**src/rtl/fifo_rd_packer_pkg.sv**
```systemverilog
// Shared definitions for the FIFO read-side byte packer: byte width,
// packer state encoding and a lane-mask helper.
package fifo_rd_packer_pkg;

  localparam int BYTE_W = 8;

  typedef enum logic [1:0] {
    FILL  = 2'd0,
    DRAIN = 2'd1,
    EMIT  = 2'd2
  } pk_state_e;

  // Byte lane `lane` carries data when fewer than `cnt` lanes precede it.
  function automatic logic lane_on(input int cnt, input int lane);
    return (lane < cnt);
  endfunction

endpackage

```
**src/rtl/fifo_rd_packer_if.sv**
```systemverilog
// FIFO read-side and packed-word output handshake bundle; the packer is the
// master, the FIFO plus downstream consumer form the slave side.
interface fifo_rd_packer_if #(
  parameter int BYTES = 4
);
  import fifo_rd_packer_pkg::*;

  logic                      fifo_empty;
  logic [BYTE_W-1:0]         fifo_data;
  logic                      fifo_rd_en;
  logic                      out_valid;
  logic                      out_ready;
  logic [BYTE_W*BYTES-1:0]   out_data;
  logic [BYTES-1:0]          out_keep;

  modport master (
    input  fifo_empty, fifo_data, out_ready,
    output fifo_rd_en, out_valid, out_data, out_keep
  );

  modport slave (
    output fifo_empty, fifo_data, out_ready,
    input  fifo_rd_en, out_valid, out_data, out_keep
  );

endinterface

```
**src/rtl/fifo_rd_packer.sv**
```systemverilog
// Packs bytes read from an async FIFO into little-endian BYTES-wide words,
// with a flush path that emits a partially filled word.
module fifo_rd_packer
  import fifo_rd_packer_pkg::*;
#(
  parameter int BYTES = 4,
  parameter int CW    = 16
) (
  input  logic             rclk,
  input  logic             rst,
  fifo_rd_packer_if.master bus,
  input  logic             flush,
  output logic             flush_done,
  output logic [CW-1:0]    word_cnt
);

  localparam int LW    = $clog2(BYTES);
  localparam int CNT_W = LW + 1;
  localparam int DW    = BYTE_W * BYTES;
  localparam logic [CNT_W-1:0] FULL_CNT = CNT_W'(BYTES);

  pk_state_e          state_r;
  logic [DW-1:0]      acc_r;
  logic [CNT_W-1:0]   acc_cnt_r;
  logic               pend_r;
  logic               out_valid_r;
  logic [DW-1:0]      out_data_r;
  logic [BYTES-1:0]   out_keep_r;
  logic               flush_done_r;
  logic [CW-1:0]      word_cnt_r;

  logic               xfer_s;
  logic               out_free_s;
  logic [CNT_W-1:0]   fill_cnt_s;
  logic [LW-1:0]      lane_s;
  logic               rd_en_s;
  logic [DW-1:0]      acc_nxt_s;
  logic [BYTES-1:0]   part_keep_s;
  logic               full_mv_s;
  logic               emit_mv_s;
  logic               load_s;
  logic [BYTES-1:0]   load_keep_s;

  // fill_cnt_s counts the byte still in flight, so a word completes on the
  // same edge its last byte arrives.
  assign xfer_s      = out_valid_r & bus.out_ready;
  assign out_free_s  = ~out_valid_r | bus.out_ready;
  assign fill_cnt_s  = acc_cnt_r + CNT_W'(pend_r);
  assign lane_s      = acc_cnt_r[LW-1:0];
  assign rd_en_s     = rst & (state_r == FILL) & ~bus.fifo_empty &
                       ((fill_cnt_s < FULL_CNT) | out_free_s);
  assign full_mv_s   = (fill_cnt_s == FULL_CNT) & out_free_s;
  assign emit_mv_s   = (state_r == EMIT) & out_free_s;
  assign load_s      = full_mv_s | emit_mv_s;
  assign load_keep_s = full_mv_s ? {BYTES{1'b1}} : part_keep_s;

  // Accumulator contents including the byte arriving this cycle.
  always_comb begin
    acc_nxt_s = acc_r;
    if (pend_r) begin
      acc_nxt_s[lane_s*BYTE_W +: BYTE_W] = bus.fifo_data;
    end else begin
      acc_nxt_s = acc_r;
    end
  end

  // Keep mask for a partial word: the low acc_cnt lanes.
  always_comb begin
    part_keep_s = {BYTES{1'b0}};
    for (int i = 0; i < BYTES; i++) begin
      part_keep_s[i] = lane_on(32'(acc_cnt_r), i);
    end
  end

  // Accumulator, one-entry output register and transfer counter.
  always_ff @(posedge rclk or negedge rst) begin
    if (!rst) begin
      pend_r      <= 1'b0;
      acc_r       <= DW'(0);
      acc_cnt_r   <= CNT_W'(0);
      out_valid_r <= 1'b0;
      out_data_r  <= DW'(0);
      out_keep_r  <= BYTES'(0);
      word_cnt_r  <= CW'(0);
    end else begin
      pend_r <= rd_en_s;
      if (load_s) begin
        acc_r       <= DW'(0);
        acc_cnt_r   <= CNT_W'(0);
        out_valid_r <= 1'b1;
        out_data_r  <= acc_nxt_s;
        out_keep_r  <= load_keep_s;
      end else begin
        acc_r     <= acc_nxt_s;
        acc_cnt_r <= fill_cnt_s;
        if (xfer_s) begin
          out_valid_r <= 1'b0;
        end
      end
      if (xfer_s) begin
        word_cnt_r <= word_cnt_r + CW'(1);
      end
    end
  end

  // Flush sequencing: stop reading, let the in-flight byte land, then push
  // out whatever partial word remains.
  always_ff @(posedge rclk or negedge rst) begin
    if (!rst) begin
      state_r      <= FILL;
      flush_done_r <= 1'b0;
    end else begin
      case (state_r)
        FILL: begin
          flush_done_r <= 1'b0;
          state_r      <= flush ? DRAIN : FILL;
        end
        DRAIN: begin
          if (pend_r || (acc_cnt_r == FULL_CNT)) begin
            flush_done_r <= 1'b0;
            state_r      <= DRAIN;
          end else if (acc_cnt_r == CNT_W'(0)) begin
            flush_done_r <= 1'b1;
            state_r      <= FILL;
          end else begin
            flush_done_r <= 1'b0;
            state_r      <= EMIT;
          end
        end
        EMIT: begin
          flush_done_r <= out_free_s;
          state_r      <= out_free_s ? FILL : EMIT;
        end
        default: begin
          flush_done_r <= 1'b0;
          state_r      <= FILL;
        end
      endcase
    end
  end

  assign bus.fifo_rd_en = rd_en_s;
  assign bus.out_valid  = out_valid_r;
  assign bus.out_data   = out_data_r;
  assign bus.out_keep   = out_keep_r;
  assign flush_done     = flush_done_r;
  assign word_cnt       = word_cnt_r;

endmodule

```
**src/flat_wrapper.sv**
```systemverilog
// flat-port wrapper written by rule: the top's interface ports become plain ports
module fifo_rd_packer_flat import fifo_rd_packer_pkg::*;
#(
  parameter int BYTES = 4,
  parameter int CW    = 16
)
  (rclk, rst, flush, flush_done, word_cnt, bus_fifo_empty, bus_fifo_data, bus_out_ready, bus_fifo_rd_en, bus_out_valid, bus_out_data, bus_out_keep);
  fifo_rd_packer_if #(.BYTES(BYTES)) bus_i ();
  input  logic rclk;
  input  logic rst;
  input  logic flush;
  output logic flush_done;
  output logic [CW-1:0] word_cnt;
  input wire logic [$bits(bus_i.fifo_empty)-1:0] bus_fifo_empty;
  input wire logic [$bits(bus_i.fifo_data)-1:0] bus_fifo_data;
  input wire logic [$bits(bus_i.out_ready)-1:0] bus_out_ready;
  output wire logic [$bits(bus_i.fifo_rd_en)-1:0] bus_fifo_rd_en;
  output wire logic [$bits(bus_i.out_valid)-1:0] bus_out_valid;
  output wire logic [$bits(bus_i.out_data)-1:0] bus_out_data;
  output wire logic [$bits(bus_i.out_keep)-1:0] bus_out_keep;
  assign bus_i.fifo_empty = bus_fifo_empty;
  assign bus_i.fifo_data = bus_fifo_data;
  assign bus_i.out_ready = bus_out_ready;
  assign bus_fifo_rd_en = bus_i.fifo_rd_en;
  assign bus_out_valid = bus_i.out_valid;
  assign bus_out_data = bus_i.out_data;
  assign bus_out_keep = bus_i.out_keep;
  fifo_rd_packer #(.BYTES(BYTES), .CW(CW)) u_core (.rclk(rclk), .rst(rst), .bus(bus_i), .flush(flush), .flush_done(flush_done), .word_cnt(word_cnt));
endmodule
```
**config.mk**
```make
export PLATFORM = sky130hd
export DESIGN_NAME = fifo_rd_packer_flat
export DESIGN_NICKNAME = d
export VERILOG_FILES = /design/src/rtl/fifo_rd_packer_pkg.sv /design/src/rtl/fifo_rd_packer_if.sv /design/src/rtl/fifo_rd_packer.sv /design/src/flat_wrapper.sv
export SDC_FILE = /design/constraint.sdc
export NUM_CORES = 1
export LEC_CHECK = 0
export CORE_MARGIN = 10
export CORE_UTILIZATION = 35
export CTS_CLUSTER_DIAMETER = 30
export CTS_CLUSTER_SIZE = 30
export DETAILED_ROUTE_END_ITERATION = 12
export PLACE_DENSITY = 0.67
export SETUP_SLACK_MARGIN = 0.1
export SLEW_MARGIN = 10
export SYNTH_ARGS = -nofsm -noshare
export SYNTH_HDL_FRONTEND = slang
export SYNTH_SLANG_ARGS = --single-unit
```
**constraint.sdc**
```tcl
create_clock -name rclk -period 2 [get_ports rclk]
set_input_delay 0.4 -clock rclk [delete_from_list [all_inputs] [get_ports rclk]]
set_output_delay 0.4 -clock rclk [all_outputs]
set_load 0.03 [all_outputs]
```
==> key figures, run 1 <==
STA
  • Fin. Hold Viols: 0
  • Slew @ Worst Pin: 0.485 ns
  • Tmin final: 2.09 ns
  • Hold_ws: 0.0848 ns
  • Final Max Slew Viols: 0
  • Setup Skew: 0.0102 ns
  • Rel. slew slack: 67.7%
  • RSZ-0062 raised after global routing: yes
  • Final setup violation count: 65
  • Fmax: 480 MHz
  • Period utilization: 104%
  • Setup ws final: -0.0851 ns

Power
  • Sequential share of power: 29.5%
  • Clk pwr share: 14.0%
  • Static Leak: 2.63 nW
  • Final Total Pwr: 9.76 mW
  • Sw Share: 40.3%
  • NetSw: 3.93 mW
  • P_int: 5.83 mW
  • Combinational fraction of design power: 56.6%
  • Max VDD drop: 0.000756 V
  • PD cells: 1680 mW/mm2

GRT
  • Largest net degree at the start of global routing: 93
  • Initial antenna violation count: 0
  • Total gr overflow: 0
  • Vias in the first global route: 3127
  • Total track usage: 13.1%
  • First-pass GRT wire length: 16.6 mm

Logic synthesis
  • FF+latch count, synth: 92
  • Ys async rst share: 100%
  • Cell count after synthesis: 340
  • Mapped Area: 0.00382 mm2
  • Syn Area/Cell: 11.2 um2
  • Post-synth EDFFs: 0
  • Distinct cells, synth: 35
  • Warnings, synthesis: 0
  • Synth Flop Type: dfrtp_1
  • Register area share after synthesis: 60.3%
  • Synth Net Count: 365

Routing
  • Antenna-violating nets left: 0
  • DR WL/cell: 19.0 um
  • Drt total wl: 11.3 mm
  • Total number of vias: 3094
  • Drc violations: 0
  • DRT iter0 DRCs: 350
  • First-pass DRT Iterations: 4
  • DR vias/cell: 5.23

Critical path
  • Peak fanout along the critical path: 7
  • R2r startpoint: u_core.acc_cnt_r[0]
  • Worst path max stage delay: 0.46 ns
  • Most used cell, CP: buf_6
  • R2r setup slk: -0.09 ns
  • CP cell instances: ha_2 > ha_4 > xnor2_4 > buf_6 > or4_4 > nand2_8 > buf_6 > clkbuf_16 > nor2_4
  • Worst Path Buf+Inv: 3
  • Worst Setup Path Type: reg2reg
  • Critical Path RT: 2.25 ns
  • Slowest cell on the critical path: or4_4
  • Arrival @ worst endpoint: 2.34 ns
  • Worst path top cell family by delay: simple AND/OR/NAND/NOR gates
  • Kind of end point of the critical path: flop
  • Worst setup startpoint: u_core.acc_cnt_r[0]
  • CP startpoint kind: flop

CTS
  • CTS max path bufs: 2
  • Clk sinks: 92
  • Clock latency on the worst-skew pair: 0.37 ns
  • Number of CTS-inserted buffers: 9
  • Root Driver: clkbuf_8
  • Hold Buf Count CTS: 0
  • Max H-tree Level: 3
  • Clock transition at the registers of the reported paths: 0.09 ns
  • CTS tree: built

Floorplan
  • Row count: 38
  • Ports: 68
  • Chip width: 124 um
  • Chip Height: 124 um
  • Core ar.: 0.0107 mm2
  • Die ar.: 0.0155 mm2
  • Initial core utilization: 35.5%

Outcome
  • Violated checks: setup timing
  • Status: complete, but fails checks

Run
  • Max Cap Viol: 0

Placed design
  • Port buffer count: 67
  • Placement Cell Area: 0.00490 mm2
  • DP HPWL: 6.62 mm
  • Placer Congestion: 0.754
  • DP Worst Slack: -0.0331 ns

Layout
  • Layout area overhead: 52.6%
  • Final Cell Area: 0.00583 mm2
  • FF+latch area: 0.00230 mm2
  • Share of cells above drive strength 1: 28.1%
  • Footprint of the multi-input gates: 0.00175 mm2
  • Inserted Diodes: 0
  • Post-route core utilization: 54.2%
  • # fillers: 916
  • Fin nets: 474

Hold path
  • Hold Path Class: in2async
## area by class of cell
class,instances,share of cell area (%)
Multi-Input combinational cell,227,30.1
Clock buffer,10,2.36
Timing Repair Buffer,114,23.4
Inverter,5,0.365
Tap cell,140,3.01
Sequential cell,92,39.5
Clock inverter,4,1.27
## path summary, 6_finish.rpt
path	cells after the start	to
worst min-delay path	2	u_core.word_cnt[5]
worst min register to register	1	u_core.word_cnt[15]
worst max-delay path	9	u_core.acc_r[13]
min in group rclk	3	u_core.pend_r
max in group asynchronous	2	u_core.acc_cnt_r[1]
worst max register to register	9	u_core.acc_r[13]
## cells in the mapped netlist, drive strengths merged, types with 2 or more instances
cell	instances	area [um2]
dfrtp	92	2300
nor2	42	158
nor3	36	191
a21oi	33	165
a22oi	33	248
nand2	15	56.3
buf	12	97.6
ha	12	150
xnor2	10	87.6
nand3	9	45.0
xor2	6	52.6
inv	5	18.8
clkbuf	4	15.0
nand4	4	25.0
nor2b	3	18.8
nor4	3	25.0
o21ai	3	15.0
and2	2	12.5
and3	2	12.5
nor3b	2	15.0
nor4b	2	23.8
## through the flow
stage	cells	setup TNS, ns
5_1_grt	592	-7.07
3_3_place_gp	554	0
3_5_place_dp	554	-0.279
2_1_floorplan	340	0
6_report	592	-3.57
4_1_cts	576	-1.47
## power by group through the flow
stage / registers (mW) / logic (mW) / clock network (mW)
after CTS: 2.84 / 4.52 / 1.39
final: 2.88 / 5.52 / 1.37
after global placement: 2.86 / 3.98 / 0
after floorplan: 3.68 / 1.71 / 0
after global routing: 2.95 / 5.91 / 1.49
after detailed placement: 2.88 / 4.06 / 0
## layer usage
layer  vias to the layer above  global-route usage [%]  share of wire [%]
met5                         -                       0                  0
met4                         0                    4.73                1.2
met3                        15                    5.28                7.3
met2                        88                    20.7                 50
met1                      1554                    15.6                 42
li1                       1437                       -                  -
## worst reg2reg max path, stage by stage, from the launching register on
cell	delay, ns
dfrtp_1	0.39
ha_2	0.20
ha_4	0.17
xnor2_4	0.13
buf_6	0.14
or4_4	0.46
nand2_8	0.14
buf_6	0.15
clkbuf_16	0.16
nor2_4	0.03
## cell families (layout without fill, tap and decap cells)
group | count (synthesis) | in the layout | synth area share, %
and+or+nand+nor | 126 | 126 | 16.6
DFF | 92 | 92 | 60.3
AOI/OAI and AO/OA | 72 | 72 | 11.8
buffers and inverters | 21 | 133 | 3.44
xor gates and xnor gates | 16 | 16 | 3.67
adders and majority gates | 12 | 12 | 3.93
muxes | 1 | 1 | 0.295
## state kept, by name (all words and copies together), names as in the netlist
name / flops
u_core.state_r: 2
u_core.bus.out_keep: 4
u_core.bus.out_valid: 1
u_core.bus.out_data: 32
u_core.acc_r: 32
u_core.flush_done: 1
u_core.acc_cnt_r: 3
u_core.pend_r: 1
u_core.word_cnt: 16
## placed cells by master, fill, tap and decap left out, types with 14 or more instances in the layout
master / count
dfrtp_1: 91
nor3_1: 21
clkdlybuf4s50_1: 46
a21oi_1: 24
nor2_4: 15
nand2_1: 14
buf_4: 23
nor2_1: 24
a22oi_1: 25
## timing repair
item                                    in CTS  in global routing
gates resized for setup                     18                 75
buffers inserted                             5                  7
pin swaps                                    3                 19
hold endpoints to repair                     0                  0
gates cloned                                 3                  9
endpoints found under the setup margin      75                 76
(Power assumes the default switching activity.)
==> run 2: changes to the inputs <==
CORE_ASPECT_RATIO = 1.1   (was default)
CTS_CLUSTER_DIAMETER = default   (was 30)
==> run 2 against run 1 <==
Against the previous run:
- non-clock buffer count fell by 15
- the run still ends with setup timing left
- sequential share of layout area increased by 2.3 points
- cell count decreased by 1.9%
- largest power group unchanged
- cell area is 5.5% lower
- die area barely moved
==> key figures, run 2 (synthesis results as in run 1) <==
Power
  • NetSw: 3.71 mW
  • P_int: 5.54 mW
  • PD cells: 1680 mW/mm2
  • Max VDD drop: 0.000678 V
  • Clk pwr share: 18.5%
  • Sw Share: 40.1%
  • Combinational fraction of design power: 50.6%
  • Static Leak: 2.47 nW
  • Sequential share of power: 30.9%

Layout
  • Finished Layout Cells: 581
  • Fin nets: 459
  • Final Cell Area: 0.00551 mm2
  • Inserted Diodes: 0
  • Layout area overhead: 44.2%
  • Most frequent cells in the layout: 91 x dfrtp_1, 58 x clkdlybuf4s50_1, 41 x nor2_1, 34 x nor3_1, 26 x a21oi_2
  • Post-route core utilization: 52.3%
  • Commonest non-fill, non-tap cell in the layout: dfrtp_1
  • Share of cells above drive strength 1: 23.1%

Run
  • Max Cap Viol: 0

Floorplan
  • Row count: 39
  • Core ar.: 0.0105 mm2
  • Die ar.: 0.0155 mm2
  • Initial core utilization: 36.2%
  • Chip width: 120 um
  • Chip Height: 130 um
  • Ports: 68

STA
  • RSZ-0062 raised after global routing: yes
  • Tmin final: 2.04 ns
  • Final Max Slew Viols: 0
  • Fin. Hold Viols: 0
  • Period utilization: 102%
  • Rel. slew slack: 68.3%
  • Setup TNS Final: -1.00 ns
  • Slew @ Worst Pin: 0.475 ns
  • Fmax: 490 MHz
  • Setup Skew: 0.00343 ns
  • Final setup violation count: 41
  • Setup ws final: -0.0392 ns

GRT
  • Largest net degree at the start of global routing: 93
  • Total gr overflow: 0
  • Vias in the first global route: 3036
  • First-pass GRT wire length: 15.7 mm
  • Initial antenna violation count: 0
  • Total track usage: 12.6%

CTS
  • CTS max path bufs: 2
  • Number of CTS-inserted buffers: 9
  • Clock latency on the worst-skew pair: 0.34 ns
  • Hold Buf Count CTS: 0
  • CTS tree: built
  • Root Driver: clkbuf_16
  • Clk sinks: 92
  • Max H-tree Level: 3
  • Clock transition at the registers of the reported paths: 0.06 ns

Critical path
  • Worst path top cell family by delay: simple AND/OR/NAND/NOR gates
  • Critical Path RT: 2.22 ns
  • CP cell instances: ha_2 > ha_4 > xnor2_4 > buf_4 > or4_4 > nand2_8 > clkbuf_16 > a21oi_2
  • Worst Setup Path Type: reg2reg
  • Worst path max stage delay: 0.46 ns
  • Slowest cell on the critical path: or4_4
  • Arrival @ worst endpoint: 2.26 ns
  • CP startpoint kind: flop
  • Kind of end point of the critical path: flop
  • Worst Path Buf+Inv: 2
  • Peak fanout along the critical path: 16

Routing
  • DR vias/cell: 5.18
  • DR WL/cell: 17.6 um
  • Drc violations: 0
  • Total number of vias: 3010
  • Antenna-violating nets left: 0
  • DRT iter0 DRCs: 158
  • Drt total wl: 10.3 mm
  • First-pass DRT Iterations: 4

Hold path
  • Hold Path Class: in2async

Placed design
  • Placer Congestion: 0.840
  • Port buffer count: 67
  • Placed cell count: 558
  • Placement Cell Area: 0.00491 mm2
  • DP HPWL: 6.65 mm

Outcome
  • Violated checks: setup timing
  • Status: complete, but fails checks
-- run 2: path summary, 6_finish.rpt --
kind	endpoint	depth (start not counted)	start	slack, ns
max	u_core.bus.out_data[4]	8	u_core.pend_r	-0.04
max reg2reg	u_core.bus.out_data[4]	8	u_core.pend_r	-0.04
min	u_core.bus.out_keep[1]	2	rst	0.12
min in group rclk	u_core.word_cnt[15]	1	u_core.word_cnt[15]	0.47
min reg2reg	u_core.word_cnt[15]	1	u_core.word_cnt[15]	0.47
max in group asynchronous	u_core.acc_cnt_r[1]	2	rst	1.53
-- run 2: power groups by stage --
stage          registers, mW  logic [mW]  clock network (mW)
2_1_floorplan           3.68        1.71                   0
3_3_place_gp            2.86        3.98                   0
3_5_place_dp            2.87        4.09                   0
4_1_cts                 2.86        4.39                1.75
5_1_grt                 2.93        5.04                1.83
6_report                2.86        4.68                1.72
-- run 2: layout make-up --
class	instances	area, um2
Timing Repair Buffer	99	1090
Multi-Input combinational cell	227	1620
Sequential cell	92	2300
Tap cell	143	179
Inverter	5	21.3
Fill cell	927	5030
Clock buffer	10	239
Clock inverter	5	62.6
-- run 2: metal layers --
layer / track usage [%] / wire length, um / vias to the layer above
li1: - / - / 1401
met1: 15.6 / 4720 / 1520
met2: 20.1 / 4810 / 78
met3: 3.95 / 578 / 11
met4: 5.33 / 150 / 0
met5: 0 / 0 / -
-- run 2: metrics by stage --
stage,setup WS (ns),power (mW),hold WS [ns]
finish,-0.0392,9.26,0.124
global route,-0.0905,9.80,0.161
CTS,-0.0176,9.00,0.139
detailed placement,-0.0223,6.96,0.462
global placement,-0.00590,6.85,0.464
floorplan,0.0825,5.39,0.104
-- run 2: worst reg2reg max path: stages, from the launching register on --
cell,delay [ns]
dfrtp_1,0.40
ha_2,0.19
ha_4,0.17
xnor2_4,0.12
buf_4,0.15
or4_4,0.46
nand2_8,0.16
clkbuf_16,0.21
a21oi_2,0.06
-- run 2: what timing repair did --
action,CTS,global route
gates resized for setup,32,9
gates cloned,0,5
pin swaps,7,0
setup endpoints to repair,66,72
setup buffers,2,1
==> run 3: changes to the inputs <==
CELL_PAD_IN_SITES_DETAIL_PLACEMENT = 1   (was default)
CELL_PAD_IN_SITES_GLOBAL_PLACEMENT = 2   (was default)
CORE_UTILIZATION = 31   (was 35)
PLACE_DENSITY = default   (was 0.67)
PLACE_DENSITY_LB_ADDON = 0.1   (was default)
==> run 3 against run 2 <==
Against the previous run:
- the run still ends with setup timing left
- register-to-register slack is essentially flat
- total power shrank 4.9%
- routed wire length grew 5.6%
- combinational power shrank 8.5%
- sequential share of layout area grew 1.2 points
- non-clock buffer count is the same
- die area grew 11%
- maximum frequency grew 0.63%
- core utilization shrank 7.8 points
- critical path type unchanged
==> key figures, run 3 (synthesis results as in run 1) <==
CTS
  • CTS max path bufs: 2
  • Root Driver: clkbuf_16
  • Max H-tree Level: 3
  • Clock transition at the registers of the reported paths: 0.07 ns
  • Clock latency on the worst-skew pair: 0.35 ns
  • Hold Buf Count CTS: 0
  • CTS tree: built
  • Clk sinks: 92
  • Number of CTS-inserted buffers: 9

Power
  • Sw Share: 40.1%
  • Combinational fraction of design power: 48.7%
  • NetSw: 3.53 mW
  • PD cells: 1650 mW/mm2
  • Sequential share of power: 32.2%
  • Max VDD drop: 0.000582 V
  • P_int: 5.27 mW
  • Static Leak: 2.44 nW
  • Clk pwr share: 19.2%

STA
  • Period utilization: 101%
  • Slew @ Worst Pin: 0.525 ns
  • Final Max Slew Viols: 0
  • Setup Skew: 0.00804 ns
  • Fin. Hold Viols: 0
  • Fmax: 494 MHz
  • Setup TNS Final: -0.342 ns
  • Tmin final: 2.03 ns
  • Setup ws final: -0.0263 ns
  • Hold_ws: 0.101 ns
  • RSZ-0062 raised after global routing: yes
  • Final setup violation count: 29
  • Rel. slew slack: 65.0%

Floorplan
  • Initial core utilization: 31.7%
  • Core ar.: 0.0120 mm2
  • Die ar.: 0.0172 mm2
  • Ports: 68
  • Chip Height: 136 um
  • Row count: 42
  • Chip width: 126 um

Layout
  • Post-route core utilization: 44.5%
  • Share of cells above drive strength 1: 17.3%
  • Most frequent cells in the layout: 91 x dfrtp_1, 55 x clkdlybuf4s50_1, 41 x nor2_1, 34 x nor3_1, 33 x a21oi_1
  • Inserted Diodes: 0
  • Layout area overhead: 40.1%
  • Fin nets: 459
  • Commonest non-fill, non-tap cell in the layout: dfrtp_1
  • Final Cell Area: 0.00535 mm2
  • Finished Layout Cells: 593

Routing
  • Antenna-violating nets left: 0
  • DRT iter0 DRCs: 143
  • Drc violations: 0
  • DR WL/cell: 18.3 um
  • Total number of vias: 2963
  • Drt total wl: 10.8 mm
  • DR vias/cell: 5.00
  • First-pass DRT Iterations: 4

GRT
  • M1 GR Usage: 16.3%
  • Initial antenna violation count: 0
  • Total gr overflow: 0
  • Met3 Use GR: 4.87%
  • Vias in the first global route: 3325
  • GR peak layer: met2
  • Total track usage: 13.3%
  • Grt met2 use: 21.4%
  • Largest net degree at the start of global routing: 93
  • First-pass GRT wire length: 18.1 mm

Critical path
  • Arrival @ worst endpoint: 2.25 ns
  • Critical Path RT: 2.23 ns
  • Worst Setup Path Type: reg2reg
  • Peak fanout along the critical path: 25
  • CP startpoint kind: flop
  • Kind of end point of the critical path: flop
  • Worst reg2reg path depth: 8

Run
  • Max Cap Viol: 0

Placed design
  • Placed cell count: 573
  • Port buffer count: 67
  • Placement Cell Area: 0.00495 mm2
  • Placer Congestion: 0.754
  • DP HPWL: 7.17 mm

Outcome
  • Status: complete, but fails checks
  • Violated checks: setup timing

Hold path
  • Hold Path Class: in2async
run 3: cell count changes in the layout (fill, tap and decap cells not counted), sizes merged, moves of 2 or more:
cell           previous run  this run
buf                      29        34
clkbuf                   15        12
clkinv                    2         0
clkdlybuf4s50            58        55
dlygate4sd2               1         5
run 3: power groups by stage:
stage	Clock, mW	Combinational (mW)	Sequential, mW
final	1.69	4.28	2.83
after global routing	1.85	4.70	2.93
after CTS	1.74	4.33	2.85
after detailed placement	0	4.16	2.87
after global placement	0	4.09	2.87
after floorplan	0	1.71	3.68
run 3: final timing paths:
| path | startpoint | endpoint | slack, ns |
|---|---|---|---|
| setup / recovery | u_core.pend_r | u_core.bus.out_data[6] | -0.03 |
| hold / removal | rst | u_core.bus.out_keep[3] | 0.10 |
| setup reg to reg | u_core.pend_r | u_core.bus.out_data[6] | -0.03 |
| hold reg to reg | u_core.word_cnt[15] | u_core.word_cnt[15] | 0.47 |
| max in group asynchronous | rst | u_core.word_cnt[0] | 1.48 |
| min in group rclk | u_core.word_cnt[15] | u_core.word_cnt[15] | 0.47 |
run 3: cell type report:
cell class                 count  area [um2]
clock buffer                  12         267
timing repair buffer          99        1010
multi-input combinational    227        1520
inverter                       5        21.3
sequential                    92        2300
fill                        1299        6680
tap                          154         193
clock inverter                 4        31.3
run 3: layer usage:
layer / share of wire [%] / up-vias
met5: 0 / -
met4: 1.1 / 0
met3: 5.4 / 8
met2: 48 / 51
met1: 46 / 1508
li1: - / 1396
run 3: what timing repair did:
| action | in CTS | in global routing |
|---|---|---|
| buffers inserted | 1 | 2 |
| gates resized for setup | 12 | 8 |
| pin swaps | 4 | 0 |
| endpoints found under the setup margin | 71 | 73 |
| gates cloned | 1 | 0 |
run 3: critical path: stages (launching register included):
cell and delay [ns]:
dfrtp_1 0.40, ha_2 0.19, ha_4 0.17, xnor2_4 0.13, buf_4 0.16, or4_4 0.47
nand2_8 0.12, buf_12 0.17, a21oi_1 0.09
run 3: through the flow:
stage / total power, mW / setup slack (ns)
2_1_floorplan: 5.39 / 0.0825
3_3_place_gp: 6.96 / -0.0677
3_5_place_dp: 7.03 / -0.0885
4_1_cts: 8.93 / -0.0384
5_1_grt: 9.48 / -0.121
6_report: 8.80 / -0.0263
